--- src/rtl/led_pwm_reg_ctrl_if.sv ---
// +----------------------------------------------------------------------------+
// | Module   : led_pwm_reg_ctrl_if                                             |
// | Purpose  : SPI frame bus between the SPI slave byte receiver (master side) |
// |            and the LED PWM register controller (slave side).               |
// | Signals  : address_in [7:0] register address of the last SPI frame        |
// |            data_in    [7:0] data byte of the last SPI frame               |
// |            data_ready       high while SPI CS is inactive; a frame is     |
// |                             complete on its rising edge                   |
// | Revision : 1.0  initial release                                            |
// +----------------------------------------------------------------------------+
`default_nettype none
`timescale 1ns/1ps

interface led_pwm_reg_ctrl_if;
   logic [7:0] address_in;
   logic [7:0] data_in;
   logic       data_ready;

   modport master (output address_in, output data_in, output data_ready);
   modport slave  (input  address_in, input  data_in, input  data_ready);
endinterface

`default_nettype wire

--- src/rtl/led_pwm_reg_ctrl.sv ---
// +----------------------------------------------------------------------------+
// | Module   : led_pwm_reg_ctrl                                                |
// | Purpose  : Decodes SPI (address, data) frames into a small register bank   |
// |            and drives a prescaled 8-bit PWM per LED channel. Duty changes  |
// |            are double-buffered and committed on a PWM period boundary.     |
// | Ports    : clk             system clock, rising edge                       |
// |            reset           asynchronous active-low reset                   |
// |            bus             SPI frame bus (slave modport)                   |
// |            led_out         registered PWM outputs                          |
// |            enabled         FSM is not DISABLED                             |
// |            commit_pending  COMMIT received, not yet applied                |
// |            bad_addr_count  saturating count of unmapped-address writes     |
// | Revision : 1.0  initial release                                            |
// +----------------------------------------------------------------------------+
`default_nettype none
`timescale 1ns/1ps

module led_pwm_reg_ctrl #(
   parameter int         NUM_CH     = 3,
   parameter logic [7:0] CTRL_RESET = 8'h00
) (
   input  wire logic              clk,
   input  wire logic              reset,
   led_pwm_reg_ctrl_if.slave      bus,
   output logic [NUM_CH-1:0]      led_out,
   output logic                   enabled,
   output logic                   commit_pending,
   output logic [7:0]             bad_addr_count
);

   localparam logic [7:0] ADDR_CTRL     = 8'h01;
   localparam logic [7:0] ADDR_PRESCALE = 8'h02;
   localparam logic [7:0] ADDR_DUTY0    = 8'h03;
   localparam logic [7:0] ADDR_COMMIT   = 8'h06;

   typedef enum logic [1:0] {
      DISABLED    = 2'd0,
      RUN         = 2'd1,
      COMMIT_WAIT = 2'd2
   } state_t;

   state_t      state;
   logic        dr_q;
   logic [7:0]  ctrl;
   logic [7:0]  prescale;
   logic [7:0]  duty_sh  [NUM_CH];
   logic [7:0]  duty_act [NUM_CH];
   logic [7:0]  cnt;
   logic [7:0]  pre_cnt;
   logic [7:0]  pre_lim;

   logic              wr;
   logic              wr_ctrl;
   logic              wr_prescale;
   logic              wr_commit;
   logic              wr_bad;
   logic              ctrl_on_wr;
   logic              ctrl_off_wr;
   logic              tick;
   logic              wrap;
   logic              apply;
   logic [NUM_CH-1:0] wr_duty;
   logic [NUM_CH-1:0] raw;
   logic              unused_ctrl_bits;

   // dr_q resets high so the idle-high level out of reset is not a write
   assign wr          = bus.data_ready & ~dr_q;
   assign wr_ctrl     = wr && (bus.address_in == ADDR_CTRL);
   assign wr_prescale = wr && (bus.address_in == ADDR_PRESCALE);
   assign wr_commit   = wr && (bus.address_in == ADDR_COMMIT);
   assign wr_bad      = wr && (bus.address_in > ADDR_COMMIT);
   assign ctrl_on_wr  = wr_ctrl &  bus.data_in[0];
   assign ctrl_off_wr = wr_ctrl & ~bus.data_in[0];

   // pre_lim is latched at each reload, so a PRESCALE write never truncates
   // the interval already in progress
   assign tick  = (state != DISABLED) && (pre_cnt == pre_lim);
   assign wrap  = tick && (cnt == 8'hFF);
   assign apply = ((state == DISABLED)    && wr_commit) ||
                  ((state == COMMIT_WAIT) && (ctrl_off_wr || wrap));

   assign unused_ctrl_bits = ^ctrl[7:2];

   for (genvar i = 0; i < NUM_CH; i++) begin : g_ch
      assign wr_duty[i] = wr && (bus.address_in == (ADDR_DUTY0 + 8'(i)));
      assign raw[i]     = cnt < duty_act[i];
   end

   // Register bank; duty_act samples the pre-edge shadow, so a shadow write
   // coinciding with an apply waits for the next COMMIT
   always_ff @(posedge clk or negedge reset) begin
      if (!reset) begin
         dr_q           <= 1'b1;
         ctrl           <= CTRL_RESET;
         prescale       <= 8'h00;
         bad_addr_count <= 8'h00;
         for (int i = 0; i < NUM_CH; i++) begin
            duty_sh[i]  <= 8'h00;
            duty_act[i] <= 8'h00;
         end
      end else begin
         dr_q <= bus.data_ready;
         if (wr_ctrl)     ctrl     <= bus.data_in;
         if (wr_prescale) prescale <= bus.data_in;
         for (int i = 0; i < NUM_CH; i++) begin
            if (wr_duty[i]) duty_sh[i]  <= bus.data_in;
            if (apply)      duty_act[i] <= duty_sh[i];
         end
         if (wr_bad && (bad_addr_count != 8'hFF))
            bad_addr_count <= bad_addr_count + 8'd1;
      end
   end

   // Control FSM with PWM counter, prescaler and registered outputs
   always_ff @(posedge clk or negedge reset) begin
      if (!reset) begin
         state          <= CTRL_RESET[0] ? RUN : DISABLED;
         enabled        <= CTRL_RESET[0];
         commit_pending <= 1'b0;
         cnt            <= 8'h00;
         pre_cnt        <= 8'h00;
         pre_lim        <= 8'h00;
         led_out        <= '0;
      end else begin
         led_out <= (state == DISABLED) ? {NUM_CH{ctrl[1]}}
                                        : (raw ^ {NUM_CH{ctrl[1]}});
         if (state != DISABLED) begin
            if (tick) begin
               pre_cnt <= 8'h00;
               pre_lim <= prescale;
               cnt     <= cnt + 8'd1;
            end else begin
               pre_cnt <= pre_cnt + 8'd1;
            end
         end
         case (state)
            DISABLED: begin
               cnt     <= 8'h00;
               pre_cnt <= 8'h00;
               pre_lim <= prescale;
               if (ctrl_on_wr) begin
                  state   <= RUN;
                  enabled <= 1'b1;
               end
            end
            RUN: begin
               if (ctrl_off_wr) begin
                  state   <= DISABLED;
                  enabled <= 1'b0;
                  cnt     <= 8'h00;
                  pre_cnt <= 8'h00;
               end else if (wr_commit) begin
                  // a wrap on this same cycle is not used: state is still RUN
                  state          <= COMMIT_WAIT;
                  commit_pending <= 1'b1;
               end
            end
            COMMIT_WAIT: begin
               if (ctrl_off_wr) begin
                  state          <= DISABLED;
                  enabled        <= 1'b0;
                  commit_pending <= 1'b0;
                  cnt            <= 8'h00;
                  pre_cnt        <= 8'h00;
               end else if (wrap) begin
                  state          <= RUN;
                  commit_pending <= 1'b0;
               end
            end
            default: begin
               state          <= DISABLED;
               enabled        <= 1'b0;
               commit_pending <= 1'b0;
            end
         endcase
      end
   end

endmodule

`default_nettype wire

--- src/flat_wrapper.sv ---
// flat-port wrapper written by rule: the top's interface ports become plain ports
module led_pwm_reg_ctrl_flat 
#(
   parameter int         NUM_CH     = 3,
   parameter logic [7:0] CTRL_RESET = 8'h00
)
  (clk, reset, led_out, enabled, commit_pending, bad_addr_count, bus_address_in, bus_data_in, bus_data_ready);
  led_pwm_reg_ctrl_if bus_i ();
  input  wire logic clk;
  input  wire logic reset;
  output logic [NUM_CH-1:0] led_out;
  output logic enabled;
  output logic commit_pending;
  output logic [7:0] bad_addr_count;
  input wire logic [$bits(bus_i.address_in)-1:0] bus_address_in;
  input wire logic [$bits(bus_i.data_in)-1:0] bus_data_in;
  input wire logic [$bits(bus_i.data_ready)-1:0] bus_data_ready;
  assign bus_i.address_in = bus_address_in;
  assign bus_i.data_in = bus_data_in;
  assign bus_i.data_ready = bus_data_ready;
  led_pwm_reg_ctrl #(.NUM_CH(NUM_CH), .CTRL_RESET(CTRL_RESET)) u_core (.clk(clk), .reset(reset), .bus(bus_i), .led_out(led_out), .enabled(enabled), .commit_pending(commit_pending), .bad_addr_count(bad_addr_count));
endmodule
--- config.mk ---
export PLATFORM = sky130hd
export DESIGN_NAME = led_pwm_reg_ctrl_flat
export DESIGN_NICKNAME = d
export VERILOG_FILES = /design/src/rtl/led_pwm_reg_ctrl_if.sv /design/src/rtl/led_pwm_reg_ctrl.sv /design/src/flat_wrapper.sv
export SDC_FILE = /design/constraint.sdc
export NUM_CORES = 1
export LEC_CHECK = 0
export ABC_AREA = 1
export CAP_MARGIN = 20
export CELL_PAD_IN_SITES_DETAIL_PLACEMENT = 1
export CELL_PAD_IN_SITES_GLOBAL_PLACEMENT = 1
export CORE_ASPECT_RATIO = 1.2
export CORE_MARGIN = 5
export CORE_UTILIZATION = 49
export DETAILED_ROUTE_END_ITERATION = 12
export GPL_ROUTABILITY_DRIVEN = 0
export PLACE_DENSITY = 0.81
export SYNTH_ARGS = -nofsm -noshare
export SYNTH_HDL_FRONTEND = slang
export SYNTH_SLANG_ARGS = --single-unit
--- constraint.sdc ---
create_clock -name clk -period 3.3 [get_ports clk]
set_clock_uncertainty 0.1 [all_clocks]
set_input_delay 0.66 -clock clk [delete_from_list [all_inputs] [get_ports clk]]
set_output_delay 0.66 -clock clk [all_outputs]
set_load 0.05 [all_outputs]
Word level (Yosys, flattened, before mapping)
Index checks and enable logic that the tools add are counted.

Register bits after elaboration: 98. Bits of input ports: 19. Output and inout port bits: 13. Word-level logic and storage cells: 97.

Add/sub/neg operators: 3. Order comparisons: 4. Eq/ne operators: 17. Muxes and demuxes: 26. Bitwise logic cells: 7. Reduce and logical (&&, ||, !) cells: 23.

Operators by type and width (count): $mux W8 (9); $pmux W8 S2 (2); $add A8 B1 Y8 const B (3); $eq A8 B3 Y1 const B (3); $lt A8 B8 Y1 (3); $eq A8 B2 Y1 const B (2); $logic_and A1 B1 Y1 (12); $mux W2 (5); $eq A8 B1 Y1 const B (1); $eq A8 B8 Y1 (1); $eq A8 B8 Y1 const B (1); $gt A8 B3 Y1 const B (1); $ne A8 B8 Y1 const B (1); $mux W1 (6); $ne A2 B1 Y1 const B (3); $ne A3 B1 Y1 const B (2); $pmux W2 S3 (1); $reduce_bool A2 Y1 (3); $reduce_and A2 Y1 (2); $reduce_and A4 Y1 (1); $and A1 B1 Y1 (3); $mux W3 (1); $not A1 Y1 (3); $pmux W1 S3 (1); other kinds (9) (10).

Logic depth before layout (Yosys ltp)
Word-level depth: 7. Mapped depth: 13. Depth with buffers taken out: 12.

Worst setup path after synthesis
No wires, ideal clock.

Path kind: input to register. From: input port bus_address_in[5]. To: register u_core.duty_act[0] (netlist name). Setup time: 115 ps. Arrival: 1668 ps. Required time: 3085 ps. Slack: 1416 ps. Cell stages on the path: 9. Path buffers: 1. Cells stage by stage: nor2_1 > nand3_1 > nor3_2 > nand3_1 > inv_2 > nand2_4 > buf_2 > nand3_1 > nand2_2.

Cells in the longest elaborated chain, start to end: 6. Elaborated cells on any way between the ends: 9. Classes of those cells: eq/ne: 2; bitwise: 1; reduce/logical: 6.

Ends and longest elaborated chain: from (decl) (line flat_wrapper.sv:15) `input wire logic [$bits(bus_i.address_in)-1:0] bus_address_in;`; $eq A8 B1 Y1 (line led_pwm_reg_ctrl.sv:68) `assign wr_ctrl = wr && (bus.address_in == ADDR_CTRL);`; $logic_and A1 B1 Y1 (line led_pwm_reg_ctrl.sv:68); $and A1 B1 Y1 (line led_pwm_reg_ctrl.sv:73) `assign ctrl_off_wr = wr_ctrl & ~bus.data_in[0];`; $logic_or A1 B1 Y1 (line led_pwm_reg_ctrl.sv:80) `((state == COMMIT_WAIT) && (ctrl_off_wr || wrap));`; $logic_and A1 B1 Y1 (line led_pwm_reg_ctrl.sv:80); $logic_or A1 B1 Y1 * (line led_pwm_reg_ctrl.sv:79) `assign apply = ((state == DISABLED) && wr_commit) ||`; to (signal, indexed assignment) (line led_pwm_reg_ctrl.sv:107) `if (apply) duty_act[i] <= duty_sh[i];`; to (decl) (line led_pwm_reg_ctrl.sv:47) `logic [7:0] duty_act [NUM_CH];`.

Every way passes the cells marked *; elsewhere a longest branch is shown, timed or not. A chain may end at the register's enable or synchronous reset.

Worst setup path in the final report
From: register u_core.bad_addr_count[4]. To: output port bad_addr_count[4].

RTL lines: from (decl) (line led_pwm_reg_ctrl.sv:28) `output logic [7:0] bad_addr_count`; from (signal assigned) (line led_pwm_reg_ctrl.sv:110) `bad_addr_count <= bad_addr_count + 8'd1;`; to (decl) (line flat_wrapper.sv:14) `output logic [7:0] bad_addr_count;`.

No word-level cell between the ends.

==> flow_summary.toml <==
[global_routing]
grt_max_degree = 49
grt_overflow = 0
grt.total_usage_pct = 22.0
grt_pass1_wl_mm = 21.4
antenna_found_initial = 0
grt_pass1_vias = 4438

[timing]
hold_viol = 0
rsz0062_at_grt = "false"
tns_ns = 0
period_minus_slack_ns = 2.42
fin_crit_sh_pct = 73.4
worst_slew_pin_slew_ns = 0.764
setup_viol = 0
fmax_ghz = 0.413
slew_headroom_pct = 48.7
slew_violations = 0

[critical_path]
reg2reg_depth = 10
start_kind = "flip-flop"
worstPathCellList = "clkdlybuf4s50_1"
crit_required_ns = 2.54
worstReg2RegEnd = "u_core.pre_cnt[7]"
crit_start = "u_core.bad_addr_count[4]"
critical_path.top_delay_family = "buffers and inverters"
crit_cells = 1
critPathKind = "flip-flop to output port"
slowest_stage = "clkdlybuf4s50_1"
endpoint = "bad_addr_count[4]"
r2r_slack_ns = 1.03
crit_buf_inv = 1
r2r-start = "u_core.state[0]"
cp_slowest_stage_delay_ns = 0.85
worst_ep_arrival_time_ns = 1.66
cp-end-kind = "output port"
critPathMaxFanout = 5

[status]
status = "finished, final reports clean"

[clocking]
post_cts_resized = 0
post_cts_buffers = 0
cts_buffer_depth = 2
cts_root_buffer = "clkbuf_16"
cts_tree = "done"
h-tree-depth = 3
cts_made_buffers = 9
insertion_delay_ns = 0.35
cts_sinks = 97
path_clk_slew_ns = 0.07
cts.hold.buffers_added = 0

[cells_and_area]
final-instance-count-excl-fill = 774
layout-drive-gt1-share_pct = 13.3
design_area_mm2 = 0.00585
area_growth_syn_to_layout_pct = 14.0
fin_nets = 687
diodes = 0
final_core_util_pct = 56.2

[routing]
ant_nets = 0
drtIter0Drc = 136
wl_per_cell_um = 16.1
remaining_drc_errors = 0
vias = 4057
drt-pass1-iter-count = 4
vias_per_cell = 5.24
wirelength_mm = 12.4

[yosys]
synth_ff_type = "dfrtp_1"
synthCells = 608
yosysWarnings = 0
yosys.cell_types.count = 35
synth.cell_area_mm2 = 0.00513
synth_edf_count = 0
syn-num-nets = 655
synth_area_per_cell_um2 = 8.44
synth-seq-cells = 97
synth_async_sr_flop_share_pct = 100
seq_area_frac_synth_pct = 47.3

[worst_hold_path]
hold_class = "primary input to async pin"

[floorplanning]
die_h_um = 122
dieArea_mm2 = 0.0126
coreArea_mm2 = 0.0104
initial_utilization_pct = 49.3
num_io_pins = 32
die_x_um = 103
rows = 41

[run]
cap_violations = 0

[pwr]
leakage_nw = 2.88
ir_drop_mv = 0.498
power.density_mw_per_mm2 = 623
power_mw = 3.65

[placed_design]
port_buffers = 31
dp_hpwl_mm = 9.33
placed_cells = 758
dpl_cell_area_mm2 = 0.00554
[how the worst min path moves through the flow]
stage          slack, ns                       end  cells after the start
3_5_place_dp        0.37       u_core.duty_act[18]                      2
5_1_grt             0.17         u_core.pre_cnt[5]                      1
4_1_cts             0.15           u_core.state[0]                      1
2_1_floorplan       0.26  u_core.bad_addr_count[0]                      0
3_3_place_gp        0.35       u_core.duty_act[18]                      2
6_report            0.13         u_core.pre_lim[5]                      1
[flip-flops by register name, indices dropped and copies added, names as in the netlist]
| register | flops |
|---|---|
| u_core.dr_q | 1 |
| u_core.duty_sh | 24 |
| u_core.ctrl | 1 |
| u_core.state | 2 |
| u_core.enabled | 1 |
| u_core.bad_addr_count | 8 |
| u_core.pre_cnt | 8 |
| u_core.led_out | 3 |
| u_core.commit_pending | 1 |
| u_core.cnt | 8 |
| u_core.duty_act | 24 |
| u_core.pre_lim | 8 |
| u_core.prescale | 8 |
[metrics by stage]
step                worst slack, ns  hold WS, ns
floorplan                      1.42        0.264
global placement              0.664        0.354
detailed placement            0.621        0.371
CTS                           0.878        0.149
global route                  0.807        0.171
finish                        0.877        0.134
[power by group]
| group | internal, mW | leakage [nW] | switching, mW |
|---|---|---|---|
| sequential | 1.29 | 1.33 | 0.109 |
| combinational | 0.369 | 1.39 | 0.762 |
| clock | 0.612 | 0.157 | 0.507 |
[cells in the mapped netlist (9+ instances only)]
cell     number  area (um^2)
xor2_1       12          105
o21ai_1      15         75.1
nand2_1     150          563
ha_1         28          350
a21oi_1      19         95.1
inv_2         9         33.8
nor2_1       29          109
nand2_2      44          275
nand3_1      46          230
o21ai_0      42          210
inv_1        68          255
dfrtp_1      96         2400
[worst reg2reg max path, stage by stage (launching register included)]
cell,delay (ns)
dfrtp_1,0.40
inv_1,0.08
ha_1,0.34
inv_2,0.28
nand4_1,0.18
nor2_1,0.19
nand2_1,0.09
nor2_1,0.14
nand2_1,0.10
xor2_1,0.19
nor2_1,0.06
[placed cells by master, fill, tap and decap left out, drive strengths merged]
cell type	Yosys	routed
a21oi	19	19
a211oi	3	3
clkinv	1	1
nor2	34	34
nor3b	2	2
dfrtp	96	96
o211ai	1	1
xor2	12	12
nand4	7	7
bufinv	0	1
a21o	1	1
nand3	47	47
o21bai	1	1
nand3b	1	1
o21ai	57	57
inv	77	83
nand2	197	197
nor3	6	6
buf	8	4
or2	1	1
clkbuf	5	9
ha	28	28
clkdlybuf4s50	0	30
dfstp	1	1
xnor2	3	3
[metal layers]
layer  wire length, um  share of wire [%]  GRT usage (%)
met4               286                2.3           6.96
met2              6200                 50           36.8
met1              5550                 45           28.3
met3               413                3.3           4.35
met5                 0                  0              0
[layout make-up]
cell class	count	area, um^2
multi-input cells	420	2310
clock buffers	9	225
repair buffers	34	343
well taps	129	161
clock inverters	7	90.1
flip-flops and latches	97	2430
inverters	78	293
fillers	1254	4560
[logic make-up (layout without fill, tap and decap cells)]
kind of cell	Yosys count	in the layout	share of synthesized area, %
buffers and inverters	91	128	7.68
adder cells (fa/ha/maj)	28	28	6.82
AND/OR/NAND/NOR	295	295	27.3
AO/OA/AOI/OAI	82	82	8.29
flip-flops	97	97	47.3
XOR/XNOR	15	15	2.56
(Power assumes the default switching activity.)
==> patch, RTL diff (same flow settings) <==
Re-encode `state_t` (3 states) as one-hot, 3 bits wide.
--- a/src/rtl/led_pwm_reg_ctrl.sv
+++ b/src/rtl/led_pwm_reg_ctrl.sv
@@ -33,10 +33,10 @@
    localparam logic [7:0] ADDR_DUTY0    = 8'h03;
    localparam logic [7:0] ADDR_COMMIT   = 8'h06;
 
-   typedef enum logic [1:0] {
-      DISABLED    = 2'd0,
-      RUN         = 2'd1,
-      COMMIT_WAIT = 2'd2
+   typedef enum logic [2:0] {
+      DISABLED    = 3'b001,
+      RUN         = 3'b010,
+      COMMIT_WAIT = 3'b100
    } state_t;
 
    state_t      state;
Check against the original RTL: no difference found for any inputs over 10 cycles, from zero or initial values and one cycle with reset low; not proved beyond that.
==> patch against the original RTL <==
Cell area fell by 2.6%; core utilization rose by 1.0 points; final cell count fell by 1.4%; routed wire length rose by 2.3%; critical path type is now in2reg; sequential cell count rose by 1; clock power fell by 6%; largest power group unchanged; setup slack got worse by 0.16 ns; power rose by 3.9%; highest routed layer unchanged; synthesized area fell by 3.3%.
==> patch: results (changes against the original RTL) <==
| Metric | Value |
|---|---|
| Outcome | completed (unchanged) |
| Largest cells by area after synthesis | sky130_fd_sc_hd__dfrtp_1 (48%), sky130_fd_sc_hd__nand2_1 (14%), sky130_fd_sc_hd__ha_1 (6.0%), sky130_fd_sc_hd__inv_1 (5.5%), sky130_fd_sc_hd__o21ai_0 (5.1%) (was sky130_fd_sc_hd__dfrtp_1 (47%), sky130_fd_sc_hd__nand2_1 (11%), sky130_fd_sc_hd__ha_1 (6.8%), sky130_fd_sc_hd__nand2_2 (5.4%), sky130_fd_sc_hd__inv_1 (5.0%)) |
| Largest driver fanout on the critical path | 8 (was 5) |
| Ratio of cells with drive above 1 in the final layout | 7.22% (was 13.3%) |
| Via count of the first global-routing pass | 4,268 (was 4,438) |
| Cell type group with the largest total delay on the critical path | simple AND/OR/NAND/NOR gates (was buffers and inverters) |
| GRT Util Overall | 22.4% (was 22.0%) |
| Internal | 2.27 mW (about the same) |
| Leakage | 2.82 nW (was 2.88 nW) |
| Max VDD drop | 488 uV (was 498 uV) |
| Post-detailed-route wirelength per cell | 16.7 um (was 16.1 um) |
| Slowest cell delay on critical path | 0.50 ns (was 0.85 ns) |
| R2R Path Start | u_core.state[0] (unchanged) |
| End point of the critical path | u_core.pre_cnt[6] (was bad_addr_count[4]) |
| Critical Path Start | bus_address_in[5] (was u_core.bad_addr_count[4]) |
| Fill cell total of the finished layout | 1,206 (was 1,254) |
| Maximum number of pins on one net before global-route repair | 82 (was 49) |
| List of most frequent post-synthesis cells | sky130_fd_sc_hd__nand2_1 (180), sky130_fd_sc_hd__dfrtp_1 (96), sky130_fd_sc_hd__inv_1 (73) (was sky130_fd_sc_hd__nand2_1 (150), sky130_fd_sc_hd__dfrtp_1 (96), sky130_fd_sc_hd__inv_1 (68)) |
| Post-synthesis compound-gate area fraction | 7.84% (was 8.29%) |
| First DRT Iteration DRCs | 256 (was 136) |
| Proportion of synthesized chip area in sequential cells | 49.5% (was 47.3%) |
| Type of element capturing the critical path | register (was primary output) |
| Via count | 4,077 (was 4,057) |
| Worst reg2reg setup slack | 0.93 ns (was 1.03 ns) |
| Fraction of the mapped netlist area in adder cells | 6.05% (was 6.82%) |
| Post-synthesis xor/xnor area fraction | 3.53% (was 2.56%) |
| Worst path slowest cell | sky130_fd_sc_hd__a21oi_2 (was sky130_fd_sc_hd__clkdlybuf4s50_1) |
| Worst-Margin Slew | 0.634 ns (was 0.764 ns) |
| Endpoint arrival time on the critical path | 2.72 ns (was 1.66 ns) |
| Half-perimeter wire length of the detailed placement result | 9.16 mm (was 9.33 mm) |
| Net count after synthesis | 641 (was 655) |
| Placed instance area | 5380 um2 (was 5540 um2) |
[patch: cell type report]
type	instances	area, um2	share of cell area [%]
flip-flops and latches	98	2450	43.1
multi-input cells	409	2140	37.6
repair buffers	35	358	6.28
inverters	79	297	5.20
clock buffers	9	225	3.95
well taps	126	158	2.77
clock inverters	7	66.3	1.16
[patch: power by group through the flow]
stage,Clock [mW],Sequential [mW],Combinational [mW]
after floorplan,0,1.62,0.722
after global placement,0,1.47,1.19
after detailed placement,0,1.48,1.26
after CTS,1.07,1.46,1.29
after global routing,1.12,1.48,1.42
final,1.05,1.46,1.28
[patch: per-layer routing]
layer  routed length (um)  GRT usage [%]
met3                  283           3.23
met5                    0              0
met2                 6340           36.3
met4                  199           7.14
met1                 5910           30.9
[patch: stage by stage]
stage	instances	hold slack [ns]	setup WS, ns
3_5_place_dp	746	0.360	0.371
4_1_cts	762	0.381	0.716
6_report	763	0.0702	0.713
3_3_place_gp	746	0.350	0.479
2_1_floorplan	598	0.264	1.34
5_1_grt	763	0.0706	0.495
